### src/rtl/game_pkg.sv
// Shared game-flow types: phase codes and switch-decode helpers.
// Latency: none, types and pure combinational functions only.
// Backpressure: not applicable.
package game_pkg;

   // Widest switch bank any client block may decode
   localparam int MAX_POWERS = 16;
   localparam int IDX_W      = 4;

   typedef enum logic [2:0] {
      ST_IDLE    = 3'd0,
      ST_READY   = 3'd1,
      ST_SELECT  = 3'd2,
      ST_ALL_SET = 3'd3
   } game_state_t;

   // True when exactly one switch is set
   function automatic logic onehot_valid(input logic [MAX_POWERS-1:0] v);
      int cnt;
      cnt = 0;
      for (int i = 0; i < MAX_POWERS; i++) cnt += int'(v[i]);
      return (cnt == 1);
   endfunction

   // Binary position of the set bit; only meaningful when onehot_valid is true
   function automatic logic [IDX_W-1:0] onehot_to_index(input logic [MAX_POWERS-1:0] v);
      logic [IDX_W-1:0] idx;
      idx = '0;
      for (int i = 0; i < MAX_POWERS; i++) if (v[i]) idx = IDX_W'(i);
      return idx;
   endfunction

endpackage

### src/rtl/tick_gen.sv
// Countdown tick generator: one-cycle pulse every CLK_HZ/TICK_HZ cycles.
// Latency: first tick DIV cycles after reset or clear.
// Backpressure: none; clear restarts the period immediately.
module tick_gen #(
   parameter int CLK_HZ  = 50_000_000,
   parameter int TICK_HZ = 4
) (
   input  logic clk,
   input  logic rst_n,
   input  logic clear,
   output logic tick
);

   localparam int DIV = CLK_HZ / TICK_HZ;
   localparam int CW  = (DIV > 1) ? $clog2(DIV) : 1;
   localparam logic [CW-1:0] LAST = CW'(DIV - 1);

   logic [CW-1:0] cnt;

   // Free-running divider; clear restarts a full period
   always_ff @(posedge clk or negedge rst_n) begin
      if (!rst_n)                     cnt <= '0;
      else if (clear || cnt == LAST)  cnt <= '0;
      else                            cnt <= cnt + CW'(1);
   end

   assign tick = (cnt == LAST);

endmodule

### src/rtl/game_flow_ctrl.sv
// Pre-game flow controller: idle/ready/per-player power select/all-set with countdown and auto-assign.
// Latency: 4 cycles from a raw start/confirm edge to state/locked change; reject is a registered 1-cycle pulse.
// Backpressure: none; events not meaningful in the current phase are dropped.
module game_flow_ctrl
   import game_pkg::*;
#(
   parameter int NUM_PLAYERS = 2,
   parameter int NUM_POWERS  = 9,
   parameter int CLK_HZ      = 50_000_000,
   parameter int TICK_HZ     = 4,
   parameter int SEL_TICKS   = 40,
   localparam int PW  = $clog2(NUM_POWERS),
   localparam int PLW = (NUM_PLAYERS > 1) ? $clog2(NUM_PLAYERS) : 1
) (
   input  logic                      clk,
   input  logic                      rst_n,
   input  logic [NUM_POWERS-1:0]     SW,
   input  logic                      start,
   input  logic                      confirm,
   output logic [2:0]                state,
   output logic [PLW-1:0]            cur_player,
   output logic [7:0]                countdown,
   output logic [NUM_PLAYERS*PW-1:0] powers,
   output logic [NUM_PLAYERS-1:0]    locked,
   output logic                      reject,
   output logic                      LEDR
);

   localparam logic [7:0]     SEL_LOAD = 8'(SEL_TICKS);
   localparam logic [PLW-1:0] LAST_PL  = PLW'(NUM_PLAYERS - 1);

   logic [NUM_POWERS-1:0] sw_s1, sw_s2;
   logic start_s1, start_s2, start_q, start_evt;
   logic confirm_s1, confirm_s2, confirm_q, confirm_evt;

   game_state_t               state_q, state_d;
   logic [PLW-1:0]            cp_q, cp_d;
   logic [7:0]                cd_q, cd_d;
   logic [NUM_PLAYERS*PW-1:0] powers_q, powers_d;
   logic [NUM_PLAYERS-1:0]    locked_q, locked_d;
   logic                      reject_q, reject_d;
   logic                      blink_q, blink_d;

   logic          tick, restart, do_lock, sel_valid, sel_taken, used;
   logic [PW-1:0] sel_idx, free_idx, lock_idx;

   // Two-flop synchronisers plus registered rising-edge detection of the buttons
   always_ff @(posedge clk or negedge rst_n) begin
      if (!rst_n) begin
         sw_s1 <= '0; sw_s2 <= '0;
         start_s1 <= 1'b0; start_s2 <= 1'b0; start_q <= 1'b0; start_evt <= 1'b0;
         confirm_s1 <= 1'b0; confirm_s2 <= 1'b0; confirm_q <= 1'b0; confirm_evt <= 1'b0;
      end else begin
         sw_s1       <= SW;
         sw_s2       <= sw_s1;
         start_s1    <= start;
         start_s2    <= start_s1;
         start_q     <= start_s2;
         start_evt   <= start_s2 & ~start_q;
         confirm_s1  <= confirm;
         confirm_s2  <= confirm_s1;
         confirm_q   <= confirm_s2;
         confirm_evt <= confirm_s2 & ~confirm_q;
      end
   end

   assign sel_valid = onehot_valid(MAX_POWERS'(sw_s2));
   assign sel_idx   = PW'(onehot_to_index(MAX_POWERS'(sw_s2)));

   tick_gen #(.CLK_HZ(CLK_HZ), .TICK_HZ(TICK_HZ)) u_tick (
      .clk   (clk),
      .rst_n (rst_n),
      .clear (restart),
      .tick  (tick)
   );

   // Check the selection against held powers and find the lowest free power
   always_comb begin
      sel_taken = 1'b0;
      free_idx  = '0;
      used      = 1'b0;
      for (int p = 0; p < NUM_PLAYERS; p++)
         if (locked_q[p] && powers_q[p*PW +: PW] == sel_idx) sel_taken = 1'b1;
      for (int k = NUM_POWERS - 1; k >= 0; k--) begin
         used = 1'b0;
         for (int p = 0; p < NUM_PLAYERS; p++)
            if (locked_q[p] && powers_q[p*PW +: PW] == PW'(k)) used = 1'b1;
         if (!used) free_idx = PW'(k);
      end
   end

   // Phase sequencing: confirm/timeout locking, advance and countdown
   always_comb begin
      state_d  = state_q;
      cp_d     = cp_q;
      cd_d     = cd_q;
      powers_d = powers_q;
      locked_d = locked_q;
      reject_d = 1'b0;
      blink_d  = blink_q;
      restart  = 1'b0;
      do_lock  = 1'b0;
      lock_idx = free_idx;
      case (state_q)
         ST_IDLE: if (start_evt) state_d = ST_READY;
         ST_READY: if (start_evt) begin
            state_d = ST_SELECT;
            cp_d    = '0;
            cd_d    = SEL_LOAD;
            blink_d = 1'b0;
            restart = 1'b1;
         end
         ST_SELECT: begin
            if (confirm_evt) begin
               if (sel_valid && !sel_taken) begin
                  do_lock  = 1'b1;
                  lock_idx = sel_idx;
               end else begin
                  reject_d = 1'b1;
               end
            end
            // A valid confirm takes precedence over the final tick
            if (!do_lock && tick) begin
               if (cd_q == 8'd1) begin
                  do_lock  = 1'b1;
                  lock_idx = free_idx;
               end else begin
                  cd_d = cd_q - 8'd1;
                  if (cd_q <= 8'd8) blink_d = ~blink_q;
               end
            end
            if (do_lock) begin
               powers_d[int'(cp_q)*PW +: PW] = lock_idx;
               locked_d[cp_q] = 1'b1;
               blink_d = 1'b0;
               restart = 1'b1;
               if (cp_q == LAST_PL) begin
                  state_d = ST_ALL_SET;
                  cp_d    = '0;
                  cd_d    = '0;
               end else begin
                  cp_d = cp_q + PLW'(1);
                  cd_d = SEL_LOAD;
               end
            end
         end
         ST_ALL_SET: if (start_evt) begin
            state_d  = ST_IDLE;
            powers_d = '0;
            locked_d = '0;
         end
         default: state_d = ST_IDLE;
      endcase
   end

   // Phase and selection state registers
   always_ff @(posedge clk or negedge rst_n) begin
      if (!rst_n) begin
         state_q  <= ST_IDLE;
         cp_q     <= '0;
         cd_q     <= '0;
         powers_q <= '0;
         locked_q <= '0;
         reject_q <= 1'b0;
         blink_q  <= 1'b0;
      end else begin
         state_q  <= state_d;
         cp_q     <= cp_d;
         cd_q     <= cd_d;
         powers_q <= powers_d;
         locked_q <= locked_d;
         reject_q <= reject_d;
         blink_q  <= blink_d;
      end
   end

   assign state      = state_q;
   assign cur_player = cp_q;
   assign countdown  = cd_q;
   assign powers     = powers_q;
   assign locked     = locked_q;
   assign reject     = reject_q;
   assign LEDR       = (state_q == ST_ALL_SET) | ((state_q == ST_SELECT) & blink_q);

endmodule

### config.mk
export PLATFORM = sky130hd
export DESIGN_NAME = game_flow_ctrl
export DESIGN_NICKNAME = d
export VERILOG_FILES = /design/src/rtl/game_pkg.sv /design/src/rtl/tick_gen.sv /design/src/rtl/game_flow_ctrl.sv
export SDC_FILE = /design/constraint.sdc
export NUM_CORES = 1
export LEC_CHECK = 0
export CAP_MARGIN = 5
export CORE_ASPECT_RATIO = 0.7
export CORE_MARGIN = 4
export CORE_UTILIZATION = 30
export DETAILED_ROUTE_END_ITERATION = 6
export PLACE_DENSITY = 0.53
export REMOVE_ABC_BUFFERS = 1
export SLEW_MARGIN = 0
export SYNTH_ARGS = -nofsm -noshare
export SYNTH_HDL_FRONTEND = slang
export SYNTH_SLANG_ARGS = --single-unit
### constraint.sdc
create_clock -name clk -period 3.7 [get_ports clk]
set_input_delay 0.74 -clock clk [delete_from_list [all_inputs] [get_ports clk]]
set_output_delay 0.74 -clock clk [all_outputs]
set_load 0.01 [all_outputs]
==> Word-level counts from Yosys, hierarchy flattened <==
Cells that the tools add are included.
{ "word_totals": {"reg_bits": 74, "in_bits": 13} }
{ "classes": {"n_lt_le_gt_ge": 3, "n_shift": 2, "n_bitwise": 8, "n_eq_ne": 32, "reduce_logical": 36, "n_addsub": 12, "muxes": 85} }
{ "ops": {"columns": ["operator", "n"], "rows": [
  ["two-way mux 4 bit", 21],
  ["two-way mux 8 bit", 6],
  ["two-way mux 1 bit", 40],
  ["negation 3 -> 33 bit", 1],
  ["variable shift 4 x 33 -> 8 bit (first input constant)", 1],
  ["variable part select 4 x 33 -> 8 bit", 1],
  ["equality test 4 x 3 -> 1 bit (second input constant)", 8],
  ["one-hot mux 8 bit (2 select lines)", 2],
  ["adder 24 x 1 -> 24 bit (second input constant)", 1],
  ["equality test 24 bit (second input constant)", 1],
  ["two-way mux 24 bit", 1],
  ["logical AND 1 bit", 23],
  ["equality test 4 x 2 -> 1 bit (second input constant)", 4],
  ["two-way mux 3 bit", 5],
  ["one-hot mux 3 bit (4 select lines)", 1],
  ["inequality test 2 bit (second input constant)", 5],
  ["AND reduction 5 bit", 2],
  ["adder 8 x 1 -> 9 bit", 1],
  ["equality test 9 x 1 -> 1 bit (second input constant)", 1],
  ["inequality test 3 bit (second input constant)", 3],
  ["adder 7 x 1 -> 8 bit", 1],
  ["bitwise mux 8 bit", 1],
  ["equality test 4 x 1 -> 1 bit (second input constant)", 2],
  ["equality test 4 bit", 2],
  ["31 further kinds", 44]
]} }

==> Depth between registers and ports, before layout <==
{ "depth": {"word_depth": 25, "ltp_mapped": 14} }

==> Modules after synthesis <==
From an unflattened synthesis, not the netlist that was laid out.
{ "hier_totals": {"hier_cells": 374, "hier_area_um2": 3799.9} }
{ "by_module_without_submodules": {"columns": ["mod", "area_each_um2", "instances", "seq_area_each_um2", "cells_per_inst"], "rows": [
  ["game_flow_ctrl", 2548.7, 1, 1226.2, 248],
  ["tick_gen", 1251.2, 1, 600.6, 126]
]} }

==> Worst setup path before layout <==
Ideal clock, no wire load.
{ "synth_path": {"path_type": "register to register", "from": "reg sw_s2[3]", "to": "reg powers_q[4] (netlist: powers[4])", "required_time_ns": 3.579, "stages_incl_launch_ff": 14, "arrival_time_ns": 3.887, "setup_ns": 0.121, "path_buffers": 0, "path_slack_ns": -0.308, "cell_sequence": "dfrtp_1 inv_1 fa_1 fa_1 fa_1 fa_1 fa_1 nor2_1 a31o_2 and4b_1 nand2_1 o32ai_2 a22oi_1 a22o_1"} }
{ "synth_between": {"elab_chain_cells": 23, "elab_cells_between_ends": 40, "classes_between": "add/sub: 6; eq/ne: 4; shift: 1; mux: 22; reduce/logical: 7"} }
{ "synth_rtl": {"columns": ["element", "line_no", "rtl"], "rows": [
  ["from (decl)", "game_flow_ctrl.sv:32", "logic [NUM_POWERS-1:0] sw_s1, sw_s2;"],
  ["from (signal assigned)", "game_flow_ctrl.sv:55", "sw_s2 <= sw_s1;"],
  ["branches (longest 23 deep; another with adder 8 x 1 -> 9 bit)", null, null],
  ["to (signal assigned)", "game_flow_ctrl.sv:170", "powers_q <= powers_d;"],
  ["to (decl)", "game_flow_ctrl.sv:39", "logic [NUM_PLAYERS*PW-1:0] powers_q, powers_d;"]
]} }
Parallel ways; which one is timed is not known. The select of a mux whose other input is x is not followed.
A chain may end at the register's enable or synchronous reset.

==> Worst setup path after layout <==
{ "layout_path": {"from": "reg sw_s2[1]", "to": "reg u_tick.cnt[18]"} }
{ "layout_between": {"elab_chain_cells": 25, "elab_cells_between_ends": 37, "classes_between": "add/sub: 8; eq/ne: 3; mux: 19; reduce/logical: 7"} }
{ "layout_rtl": {"columns": ["element", "line_no", "rtl"], "rows": [
  ["branches (longest 13 deep; another with adder 8 x 1 -> 9 bit)", null, null],
  ["logical AND 1 bit *", "game_flow_ctrl.sv:115", "if (sel_valid && !sel_taken) begin"],
  ["two-way mux 1 bit *", "game_flow_ctrl.sv:115", null],
  ["two-way mux 1 bit *", "game_flow_ctrl.sv:114", "if (confirm_evt) begin"],
  ["two-way mux 1 bit *", "game_flow_ctrl.sv:104", "case (state_q)"],
  ["logical NOT 1 bit", "game_flow_ctrl.sv:123", "if (!do_lock && tick) begin"],
  ["logical AND 1 bit", "game_flow_ctrl.sv:123", null],
  ["two-way mux 1 bit *", "game_flow_ctrl.sv:123", null],
  ["two-way mux 1 bit *", "game_flow_ctrl.sv:104", null],
  ["two-way mux 1 bit *", "game_flow_ctrl.sv:132", "if (do_lock) begin"],
  ["one-hot mux 1 bit (2 select lines) *", "game_flow_ctrl.sv:104", null],
  ["logical OR 1 bit *", "tick_gen.sv:23", "else if (clear || cnt == LAST) cnt <= '0;"],
  ["two-way mux 24 bit *", "tick_gen.sv:23", null],
  ["to (signal assigned)", "tick_gen.sv:24", "else cnt <= cnt + CW'(1);"],
  ["to (decl)", "tick_gen.sv:18", "logic [CW-1:0] cnt;"]
]} }
Every way passes the cells marked *. The select of a mux whose other input is x is not followed.

==> out/results.ini <==
[timing]
setup_viol = 46
setup_ws_ps = -307
drv_slew = 0
hold_slack_ps = 343
rsz0062_at_grt = true
fmax_mhz = 250
finalCritPeriodShare_pct = 108
skew_ps = 8.25
fin_crit_ps = 4010
setup_tns_ps = -11050
hold_viol_final = 0
slew_headroom_pct = 38.2
tightest_slew_ps = 928

[die]
rows = 33
core-area_um2 = 11900
ios = 37
dieArea_um2 = 14300
start_util_pct = 31.2
die_h_um = 101
fp.dieW_um = 141

[detailed_routing]
drc_errors = 0
met2_length_um = 3710
ant_nets = 0
top_layer = met4
routedLengthMet1_um = 4460
met3_length_um = 372
initialDrtViolationCount = 146
drt-pass1-iter-count = 4
wl_per_cell_um = 15.3
vias = 2850
wl_um = 8670
vias_per_cell = 5.03

[cts]
cts_buffer_depth = 2
root_buffer = clkbuf_16
clk_pin_slew_ps = 60
cts_tree = done
numCtsBuffers = 9
cts-htree-levels = 3
clk-insertion-delay-late_ps = 340
clkSinkCount = 73

[layout]
drive_gt1_share_pct = 20.0
nNetsFinal = 434
antennaDiodeCount = 0
n_fill_cell = 1118
syn_to_final_growth_pct = 33.9
stdcell_count = 567

[synthesis]
yosysSeqAreaShare_pct = 49.1
syn-cell-area_um2 = 3720
async_flop_share_pct = 100
synth-edff-count = 0
synth_area_leaders = dfrtp_1, nor2_1, ha_1, xor2_1, fa_1
synthDistinctLibCells = 59
avgSynthCellArea_um2 = 10.7
synth_top_cell_by_area = dfrtp_1
ys.flop_type = dfrtp_1
synth-seq-cells = 73
netlist.area_leader.share_pct = 49.1
yosysWarnings = 0
netlist_instances = 347

[run_status]
violations = setup timing
status = complete, but fails checks

[placement]
gp_congestion = 0.809
port_buffers = 35
dp_slack_ps = -400
hpwl_um = 5850
place_inst = 547

[worst_setup_path]
path_class = reg2reg
critPathSlowestCell = fa_1
cp.arrival_ps = 4230
path_common_cell = fa_1
worstPathRequired_ps = 3920
crit_chain = inv_2, fa_1, fa_1, fa_1, fa_2, fa_2, nor2_2, a31o_2, and4b_1, buf_6, a41oi_4, o21ai_4, clkbuf_16, nor2_4
startpoint_type = register
critPathMaxFanout = 6
cp-end-kind = register
max_stage_delay_ps = 510

[global_route]
grtUsageTotal_pct = 12.3
grt_pass1_vias = 2685
grt_max_degree = 74
grt-ovfl-total = 0
antenna_found_initial = 0
grt_pass1_wl_um = 13900

[power]
powerDensity_nw_per_um2 = 617
peakVddDrop_mv = 0.258
total_leakage_power_nw = 2.03

[run]
cap_violations = 0

[min_path]
min_path_type = reg2reg

## layout by cell type (no fill, tap or decap), types with 10 or more instances in the layout
cell type,n
xor2_1,15
nand4_1,12
inv_1,24
clkdlybuf4s50_1,34
ha_1,11
nor2_1,21
nand2_1,19
nor2_4,13
buf_4,11
dfrtp_1,73
clkbuf_16,11
xnor2_1,10
## cell type report
cell class                 count  area, µm²  share of cell area (%)
clock buffer                  10        229                    4.59
clock inverter                 6       67.6                    1.36
inverter                      27        101                    2.03
multi-input combinational    240       1990                    40.0
sequential                    73       1830                    36.7
tap                          157        196                    3.94
timing repair buffer          54        569                    11.4
## path summary, 6_finish.rpt
kind / start / to / slack [ps] / cells past startpoint
max: sw_s2[1] / u_tick.cnt[18] / -310 / 14
min: sw_s1[4] / sw_s2[4] / 340 / 0
max reg2reg: sw_s2[1] / u_tick.cnt[18] / -310 / 14
min reg2reg: sw_s1[4] / sw_s2[4] / 340 / 0
max in group asynchronous: rst_n / powers[1] / 2560 / 1
min in group asynchronous: rst_n / u_tick.cnt[16] / 550 / 1
## power by group
group,switching [mW],internal [mW]
Combinational,0.612,0.546
Clock,0.345,0.524
Sequential,0.138,0.912
Total,1.09,1.98
## state kept, by name (all words and copies together) (netlist names), 2 cells and up
register    cells
countdown       8
locked          2
powers          8
state           2
sw_s1           9
sw_s2           9
u_tick.cnt     24
## layer usage
metal	up-vias	global-route usage (%)
li1	1372	-
met1	1419	17.9
met2	48	17.4
met3	11	3.73
met4	0	3.80
met5	-	0
## kinds of logic after synthesis
group / Yosys count / synth area share, %
DFF: 73 / 49.1
and+or+nand+nor: 127 / 17.9
AOI/OAI and AO/OA: 67 / 16.0
other: 1 / 0.101
xor gates and xnor gates: 25 / 5.88
buffers and inverters: 34 / 3.60
adders and majority gates: 16 / 6.39
muxes: 4 / 1.08
## what timing repair did
| action | 4_1_cts | 5_1_grt |
|---|---|---|
| pin swaps | 10 | 24 |
| setup endpoints to repair | 46 | 46 |
| hold buffers | 0 | 0 |
| buffers inserted | 1 | 0 |
| cloned | 0 | 3 |
| resized for setup | 24 | 36 |
## worst max-delay path: cells and delay by family (launching register included)
family | cells | cell delay (ps)
buf+inv | 3 | 430
simple gates | 3 | 390
flops | 1 | 380
compound gates | 3 | 610
fa+ha+maj | 5 | 2070
## per-stage QoR
stage | total power [mW] | instance area, µm² | utilization (%)
global route | 3.27 | 4980 | 41.8
floorplan | 1.64 | 3690 | -
detailed placement | 2.05 | 4370 | 36.6
CTS | 3.02 | 4770 | 40.0
global placement | 2.04 | 4370 | 36.6
finish | 3.08 | 4980 | 41.8
## Yosys cell counts, types with 2 or more instances
master      n
o21ai_0     2
nand4_1    12
nor3_1      8
nor2b_1     6
nand2_1    20
nor2_1     38
nor4b_1     3
a21oi_1     9
fa_1        5
xnor2_1    10
and4_1      4
a2111oi_4   2
o211ai_1    6
and3_1      3
a2111o_1    2
a22o_1      5
o2bb2ai_1   5
a22oi_1     2
nand3_1    10
a32oi_1     2
a32o_1      4
inv_1      25
clkbuf_1    4
inv_2       2
nor4_1      2
ha_1       11
a31o_2      3
o22ai_1     3
and2_1      3
nand4b_1    2
o2111ai_1   2
o21ai_1     4
nand2b_1    6
dfrtp_1    73
xor2_1     15
o311ai_4    2
buf_2       2
a21o_1      4
mux2i_1     4
or3_1       3
Note: power is estimated with default switching activity, not from simulation.
